===== src/rtl/jpeg_pkg.sv =====
// Shared constants for the JPEG entropy path: marker codes, stuffing bytes,
// unpacker FSM encoding and restart-marker classification.
package jpeg_pkg;

  localparam logic [7:0] MRK_RST0 = 8'hD0;
  localparam logic [7:0] MRK_RST7 = 8'hD7;
  localparam logic [7:0] MRK_EOI  = 8'hD9;
  localparam logic [7:0] BYTE_FF  = 8'hFF;
  localparam logic [7:0] BYTE_00  = 8'h00;

  typedef enum logic [1:0] {
    ST_IDLE,
    ST_RUN,
    ST_DRAIN,
    ST_HALT
  } unpack_state_t;

  function automatic logic is_rst_marker(input logic [7:0] code);
    return (code >= MRK_RST0) && (code <= MRK_RST7);
  endfunction

endpackage


===== src/rtl/jpeg_bitstream_unpacker.sv =====
// Entropy-coded-segment byte unpacker: removes FF00 stuffing, detects markers
// and serialises data bits MSB-first into the Huffman decoder.
module jpeg_bitstream_unpacker
  import jpeg_pkg::*;
(
  input  logic       clk,
  input  logic       rst,
  input  logic       start,
  input  logic [7:0] byte_in,
  input  logic       byte_valid,
  output logic       byte_ready,
  output logic       bit_out,
  output logic       bit_valid,
  input  logic       bit_ready,
  output logic [7:0] marker_code,
  output logic       marker_valid,
  output logic       bad_marker,
  output logic       halted
);

  unpack_state_t state, state_nx;

  logic [7:0] cur_sr, cur_nx;
  logic [3:0] bits_left, bits_nx;
  logic [7:0] nxt_byte, nxt_nx;
  logic       nxt_valid, nxt_valid_nx;
  logic       ff_pending, ff_nx;
  logic [7:0] code_q, code_nx;
  logic       mv_q, mv_nx;
  logic       bad_q, bad_nx;
  logic       halted_q, halted_nx;

  logic       consume, cur_free, accept, pipe_empty;
  logic       wr_data;
  logic [7:0] wr_byte;

  assign byte_ready   = (state == ST_RUN) && !nxt_valid && !start;
  assign bit_valid    = (bits_left != 4'd0);
  assign bit_out      = cur_sr[7];
  assign marker_code  = code_q;
  assign marker_valid = mv_q;
  assign bad_marker   = bad_q;
  assign halted       = halted_q;

  assign consume    = bit_valid && bit_ready;
  assign cur_free   = (bits_left == 4'd0) || ((bits_left == 4'd1) && consume);
  assign accept     = byte_valid && byte_ready;
  assign pipe_empty = (bits_left == 4'd0) && !nxt_valid;

  always_comb begin
    state_nx     = state;
    cur_nx       = cur_sr;
    bits_nx      = bits_left;
    nxt_nx       = nxt_byte;
    nxt_valid_nx = nxt_valid;
    ff_nx        = ff_pending;
    code_nx      = code_q;
    mv_nx        = 1'b0;
    bad_nx       = 1'b0;
    halted_nx    = (state == ST_HALT);
    wr_data      = 1'b0;
    wr_byte      = byte_in;

    if (accept) begin
      if (ff_pending) begin
        if (byte_in == BYTE_00) begin
          wr_data = 1'b1;
          wr_byte = BYTE_FF;
          ff_nx   = 1'b0;
        end else if (byte_in != BYTE_FF) begin
          code_nx  = byte_in;
          ff_nx    = 1'b0;
          state_nx = ST_DRAIN;
        end
      end else if (byte_in == BYTE_FF) begin
        ff_nx = 1'b1;
      end else begin
        wr_data = 1'b1;
      end
    end

    // A byte accepted while cur empties bypasses nxt so the first bit is
    // visible the next cycle; accept implies nxt is empty.
    if (cur_free && nxt_valid) begin
      cur_nx       = nxt_byte;
      bits_nx      = 4'd8;
      nxt_valid_nx = 1'b0;
    end else if (cur_free && wr_data) begin
      cur_nx  = wr_byte;
      bits_nx = 4'd8;
    end else if (consume) begin
      cur_nx  = {cur_sr[6:0], 1'b0};
      bits_nx = bits_left - 4'd1;
    end

    if (wr_data && !cur_free) begin
      nxt_nx       = wr_byte;
      nxt_valid_nx = 1'b1;
    end

    if ((state == ST_DRAIN) && pipe_empty) begin
      mv_nx    = 1'b1;
      bad_nx   = !is_rst_marker(code_q) && (code_q != MRK_EOI);
      state_nx = is_rst_marker(code_q) ? ST_RUN : ST_HALT;
    end

    if (start) begin
      state_nx     = ST_RUN;
      cur_nx       = '0;
      bits_nx      = '0;
      nxt_nx       = '0;
      nxt_valid_nx = 1'b0;
      ff_nx        = 1'b0;
      code_nx      = '0;
      mv_nx        = 1'b0;
      bad_nx       = 1'b0;
      halted_nx    = 1'b0;
    end
  end

  always_ff @(posedge clk) begin
    if (rst) begin
      state      <= ST_IDLE;
      cur_sr     <= '0;
      bits_left  <= '0;
      nxt_byte   <= '0;
      nxt_valid  <= 1'b0;
      ff_pending <= 1'b0;
      code_q     <= '0;
      mv_q       <= 1'b0;
      bad_q      <= 1'b0;
      halted_q   <= 1'b0;
    end else begin
      state      <= state_nx;
      cur_sr     <= cur_nx;
      bits_left  <= bits_nx;
      nxt_byte   <= nxt_nx;
      nxt_valid  <= nxt_valid_nx;
      ff_pending <= ff_nx;
      code_q     <= code_nx;
      mv_q       <= mv_nx;
      bad_q      <= bad_nx;
      halted_q   <= halted_nx;
    end
  end

endmodule


===== config.mk =====
export PLATFORM = sky130hd
export DESIGN_NAME = jpeg_bitstream_unpacker
export DESIGN_NICKNAME = d
export VERILOG_FILES = /design/src/rtl/jpeg_pkg.sv /design/src/rtl/jpeg_bitstream_unpacker.sv
export SDC_FILE = /design/constraint.sdc
export NUM_CORES = 1
export LEC_CHECK = 0
export ABC_AREA = 1
export BUFFER_PORTS_ARGS = -buffer_cell sky130_fd_sc_hd__buf_4
export CAP_MARGIN = 40
export CORE_ASPECT_RATIO = 0.5
export CORE_MARGIN = 4
export CORE_UTILIZATION = 43
export CTS_CLUSTER_SIZE = 16
export DETAILED_ROUTE_END_ITERATION = 16
export PLACE_DENSITY = 0.7
export SYNTH_ARGS = -nofsm -noshare
export SYNTH_HDL_FRONTEND = slang
export SYNTH_SLANG_ARGS = --single-unit

===== constraint.sdc =====
create_clock -name clk -period 3.8 [get_ports clk]
set_clock_uncertainty 0.2 [all_clocks]
set_input_delay 0.57 -clock clk [delete_from_list [all_inputs] [get_ports clk]]
set_output_delay 0.57 -clock clk [all_outputs]
set_load 0.1 [all_outputs]

# Word level (Yosys, flattened, before mapping)

Cells that the tools add are included.

Register bits: 35
Input bits: 13
Output and inout port bits: 14
Logic and storage cells: 87

Add/subtract/negate cells: 1
Magnitude comparators: 2
Eq/ne operators: 9
Multiplexer cells: 27
Bitwise gates (word level): 2
Reduce and logical (&&, ||, !) cells: 34

Operators by type and width:

| cell                | count |
|---|---|
| $mux 8              | 6 |
| $ne 8x8->1 const B  | 2 |
| $logic_and 1x1->1   | 12 |
| $mux 1              | 12 |
| $mux 2              | 6 |
| $mux 4              | 3 |
| $reduce_and 4->1    | 3 |
| $reduce_bool 3->1   | 4 |
| $eq 8x8->1 const B  | 1 |
| $ge 8x8->1 const B  | 1 |
| $le 8x8->1 const B  | 1 |
| $logic_not 8->1     | 1 |
| $reduce_bool 2->1   | 4 |
| $eq 2x2->1 const B  | 2 |
| $eq 4x1->1 const B  | 1 |
| $logic_not 1->1     | 4 |
| $logic_not 4->1     | 1 |
| $reduce_bool 4->1   | 1 |
| $reduce_or 4->1     | 1 |
| $sub 4x1->4 const B | 1 |
| $ne 3x2->1 const B  | 1 |
| $reduce_or 3->1     | 1 |
| $eq 2x1->1 const B  | 1 |
| $ne 2x1->1 const B  | 1 |
| other kinds (3)     | 4 |

# Logic depth before layout (Yosys ltp)

Depth in word-level cells: 8
Gate-level depth with buffers: 11
Gate-level depth less buffers: 10

# Worst setup path before layout

Ideal clock, no wire load.

Kind: register to register
Start point: reg bits_left[0]
End point: reg cur_sr[1]
Library setup time: 118 ps
Data arrival time: 2233 ps
Required time: 3482 ps
Setup slack: 1249 ps
Stages on the path, launching flop included: 10
Buffers on the path: 1
Clock period less this slack: 2551 ps
Cells stage by stage: dfxtp_1 -> inv_1 -> ha_1 -> nand2_1 -> nand2_1 -> o21ai_0 -> inv_1 -> buf_2 -> a21oi_1 -> a21oi_1

Longest elaborated chain between the ends: 7
Elaborated cells on any way between the ends: 11
Those cells by class: eq/ne: 1; mux: 2; reduce/logical: 8

Ends and longest elaborated chain:

| item                     | line                           | source |
|---|---|---|
| start: declaration       | jpeg_bitstream_unpacker.sv:24  | `logic [3:0] bits_left, bits_nx;` |
| start signal: assignment | jpeg_bitstream_unpacker.sv:136 | `bits_left <= bits_nx;` |
| $reduce_bool 4->1 *      | jpeg_bitstream_unpacker.sv:38  | `assign bit_valid = (bits_left != 4'd0);` |
| via bit_valid            | jpeg_bitstream_unpacker.sv:13  | `output logic bit_valid,` |
| $logic_and 1x1->1 *      | jpeg_bitstream_unpacker.sv:45  | `assign consume = bit_valid && bit_ready;` |
| $logic_and 1x1->1        | jpeg_bitstream_unpacker.sv:46  | `assign cur_free = (bits_left == 4'd0) \|\| ((bits_left == 4'd1) && consume);` |
| $logic_or 1x1->1         | jpeg_bitstream_unpacker.sv:46  |  |
| $logic_and 1x1->1        | jpeg_bitstream_unpacker.sv:88  | `end else if (cur_free && wr_data) begin` |
| $mux 8                   | jpeg_bitstream_unpacker.sv:88  |  |
| $mux 8                   | jpeg_bitstream_unpacker.sv:84  | `if (cur_free && nxt_valid) begin` |
| end signal: assignment   | jpeg_bitstream_unpacker.sv:135 | `cur_sr <= cur_nx;` |
| end: declaration         | jpeg_bitstream_unpacker.sv:23  | `logic [7:0] cur_sr, cur_nx;` |

Mark *: on every way through the listed nets, which the timed path passes. The rest lies on a longest branch.
A chain may end at the register's enable or synchronous reset.

# Worst setup path after layout

Start point: reg bits_left[0]
End point: out bit_valid

Longest elaborated chain between the ends: 1

Ends and longest elaborated chain:

| item              | line |
|---|---|
| $reduce_bool 4->1 | jpeg_bitstream_unpacker.sv:38 |
| end: declaration  | jpeg_bitstream_unpacker.sv:13 |

No other way between the ends.

==> flow_metrics.env <==
export IMPL_status="finished, final reports clean"
export IMPL_synthesis_area_um2=1820
export IMPL_finalHoldViolations=0
export IMPL_gp_congestion=0.799
export IMPL_postSynthNetCount=284
export IMPL_grtUsageTotal_pct=16.4
export IMPL_floorplan_die_height_um=54.1
export IMPL_power_switching_fraction_pct=27.5
export IMPL_clk_latency_ps=290
export IMPL_cts_tree="yes"
export IMPL_port_buffer_count=26
export IMPL_max_clock_freq_mhz=453
export IMPL_effective_utilization_at_floorplan_pct=45.8
export IMPL_antenna_found_initial=0
export IMPL_worst_endpoint_arrival_ps=1440
export IMPL_postSynthAreaPerCell_um2=6.78
export IMPL_sum_neg_setup_slack_ps=0
export IMPL_max_cap_viols=0
export IMPL_globalRouteOverflowTotal=0
export IMPL_fp_dieW_um=100
export IMPL_layout_worst_path_cycle_share_pct=58.1
export IMPL_core_um2=3980
export IMPL_critical_path_class="register to primary output"
export IMPL_finish_cell_count_without_fillers=349
export IMPL_numPlacedInstances=341
export IMPL_power_share_clock_pct=36.5
export IMPL_post_cts_buffers=0
export IMPL_final_min_clock_period_ps=2210
export IMPL_place_hpwl_um=2990
export IMPL_share_comb_of_total_power_pct=12.4
export IMPL_num_rows=16
export IMPL_rsz_0062_raised_after_global_routing="no"
export IMPL_ir_worst_vdd_mv=0.155
export IMPL_synthesis_instances=269
export IMPL_worstMarginPinSlew_ps=490
export IMPL_cell_internal_pwr_w=0.000529
export IMPL_via_total_after_detailed_routing=1727
export IMPL_cts_resized=0
export IMPL_whs_ps=245
export IMPL_seq_power_share_pct=51.1
export IMPL_worst_hold_path_type="primary input to register"
export IMPL_cts_sinks=35
export IMPL_ys_seq_elements=35
export IMPL_pin_count_of_the_biggest_net_entering_global_routing=26
export IMPL_drv_slew=0
export IMPL_setup_violations=0
export IMPL_slew_limit_headroom_pct=67.2
export IMPL_first_global_vias=1519
export IMPL_cts_reportedPaths_clkPinSlew_ps=70
export IMPL_antenna_violating_nets_post_route=0
export IMPL_worstPathMaxFanout=4
export IMPL_drt_pre_antenna_iters=4
export IMPL_pin_count=27
export IMPL_synth_yosys_warnings=0
export IMPL_layout_common_cells="sky130_fd_sc_hd__inv_1 (45), sky130_fd_sc_hd__nand2_1 (45), sky130_fd_sc_hd__a21oi_1 (38)"
export IMPL_post_route_drc_count=0
export IMPL_layout_area_overhead_vs_synth_pct=16.5
export IMPL_viasPerCell=4.95
export IMPL_ctsHoldBuffers=0
export IMPL_cp_end_kind="primary output"
export IMPL_critical_path_required_ps=3030
export IMPL_synth_seq_area_share_pct=38.4
export IMPL_route_final_wire_length_um=4080
export IMPL_h_tree_depth=2
export IMPL_wl_per_cell_um=11.7
export IMPL_grt_pass1_wl_um=6930
export IMPL_p_leak_nw=0.964
export IMPL_post_synth_num_cell_types=28
export IMPL_p_per_area_nw_per_um2=344
export IMPL_net_switching_w=0.000201
export IMPL_startpoint_type_of_the_worst_setup_path="register"
export IMPL_numCtsBuffers=5
export IMPL_drt_iter0_markers=94
export IMPL_num_nets_final=309
export IMPL_share_of_final_layout_standard_cells_stronger_than_drive_strength_1_pct=16.3
export IMPL_die_ar_um2=5410
export IMPL_clock_root_buffer_master="sky130_fd_sc_hd__clkbuf_8"
export IMPL_clock_tree_buffer_depth=2
export IMPL_antenna_diode_count=0
power by group through the flow:
stage | Combinational [W] | Clock, W | Sequential (W)
CTS | 0.0000903 | 0.000271 | 0.000373
finish | 0.0000905 | 0.000267 | 0.000373
global route | 0.000102 | 0.000289 | 0.000373
detailed placement | 0.0000900 | 0 | 0.000382
global placement | 0.0000880 | 0 | 0.000381
floorplan | 0.0000625 | 0 | 0.000384
state kept, by name, summed over array words and instances, names as in the netlist:
name and cells:
marker_code 8, nxt_byte 8, state 2, bad_marker 1
ff_pending 1, marker_valid 1, halted 1, cur_sr 8
nxt_valid 1, bits_left 4
synthesized netlist by cell type:
| library cell | count | area share [%] |
|---|---|---|
| sky130_fd_sc_hd__nand4_1 | 9 | 3.1 |
| sky130_fd_sc_hd__dfxtp_1 | 35 | 38 |
| sky130_fd_sc_hd__ha_1 | 2 | 1.4 |
| sky130_fd_sc_hd__inv_1 | 45 | 9.3 |
| sky130_fd_sc_hd__inv_2 | 1 | 0.21 |
| sky130_fd_sc_hd__or2_2 | 2 | 0.69 |
| sky130_fd_sc_hd__and2_1 | 1 | 0.34 |
| sky130_fd_sc_hd__a21oi_4 | 1 | 0.89 |
| sky130_fd_sc_hd__buf_2 | 5 | 1.4 |
| sky130_fd_sc_hd__nor3_1 | 3 | 0.82 |
| sky130_fd_sc_hd__o211ai_1 | 1 | 0.41 |
| sky130_fd_sc_hd__buf_6 | 2 | 1.2 |
| sky130_fd_sc_hd__clkinv_1 | 1 | 0.21 |
| sky130_fd_sc_hd__o21ai_0 | 16 | 4.4 |
| sky130_fd_sc_hd__nand3b_1 | 1 | 0.41 |
| sky130_fd_sc_hd__nand3_1 | 21 | 5.8 |
| sky130_fd_sc_hd__nor2_8 | 1 | 1.1 |
| sky130_fd_sc_hd__a21oi_1 | 38 | 10 |
| sky130_fd_sc_hd__clkbuf_1 | 2 | 0.41 |
| sky130_fd_sc_hd__a31oi_1 | 1 | 0.34 |
| sky130_fd_sc_hd__nor2_1 | 24 | 4.9 |
| sky130_fd_sc_hd__a211oi_1 | 2 | 0.82 |
| sky130_fd_sc_hd__nand3_2 | 1 | 0.55 |
| sky130_fd_sc_hd__nand2_2 | 3 | 1.0 |
| sky130_fd_sc_hd__o21ai_1 | 1 | 0.27 |
| sky130_fd_sc_hd__nand2_1 | 45 | 9.3 |
| sky130_fd_sc_hd__nand2_4 | 1 | 0.62 |
| sky130_fd_sc_hd__nor2_2 | 4 | 1.4 |
layer usage:
| metal | vias up | track usage [%] | share of wire (%) |
|---|---|---|---|
| li1 | 918 | - | - |
| met1 | 778 | 22.7 | 55 |
| met3 | 3 | 4.40 | 3.3 |
| met5 | - | 0 | 0 |
| met4 | 0 | 4.03 | 0.42 |
| met2 | 28 | 25.7 | 41 |
cell families (layout without fill, tap and decap cells):
group / Yosys count / in the layout / synth area share [%]
AOI/OAI and AO/OA: 60 / 60 / 17.6
adders and majority gates: 2 / 2 / 1.37
and+or+nand+nor: 116 / 116 / 30.0
DFF: 35 / 35 / 38.4
buffers and inverters: 56 / 82 / 12.7
through the flow:
step / area [um2] / util, % / power, W / setup WS (ps)
6_report: 2120 / 53.3 / 0.000730 / 1590
3_3_place_gp: 2040 / 51.2 / 0.000469 / 1620
2_1_floorplan: 1820 / - / 0.000447 / 1250
3_5_place_dp: 2040 / 51.2 / 0.000472 / 1570
5_1_grt: 2120 / 53.3 / 0.000764 / 1460
4_1_cts: 2120 / 53.3 / 0.000734 / 1590
worst paths after layout:
check	depth (start not counted)	slack (ps)	from	end
max	4	1590	bits_left[0]	bit_valid
min	2	250	rst	state[0]
max reg2reg	8	1670	bits_left[0]	cur_sr[6]
min reg2reg	2	260	nxt_byte[6]	nxt_byte[6]
critical path, cell delays in order (launching register included):
cell and delay, ps:
sky130_fd_sc_hd__dfxtp_1 360, sky130_fd_sc_hd__inv_1 90, sky130_fd_sc_hd__ha_1 230, sky130_fd_sc_hd__nand2_1 150, sky130_fd_sc_hd__buf_4 320
final cells by class:
class	instances	area, um2
inverters	47	176
fillers	399	1860
clock inverters	2	12.5
multi-input cells	178	892
well taps	54	67.6
clock buffers	6	72.6
flip-flops and latches	35	701
repair buffers	27	203
No activity file was read; power rests on OpenSTA's default activity.
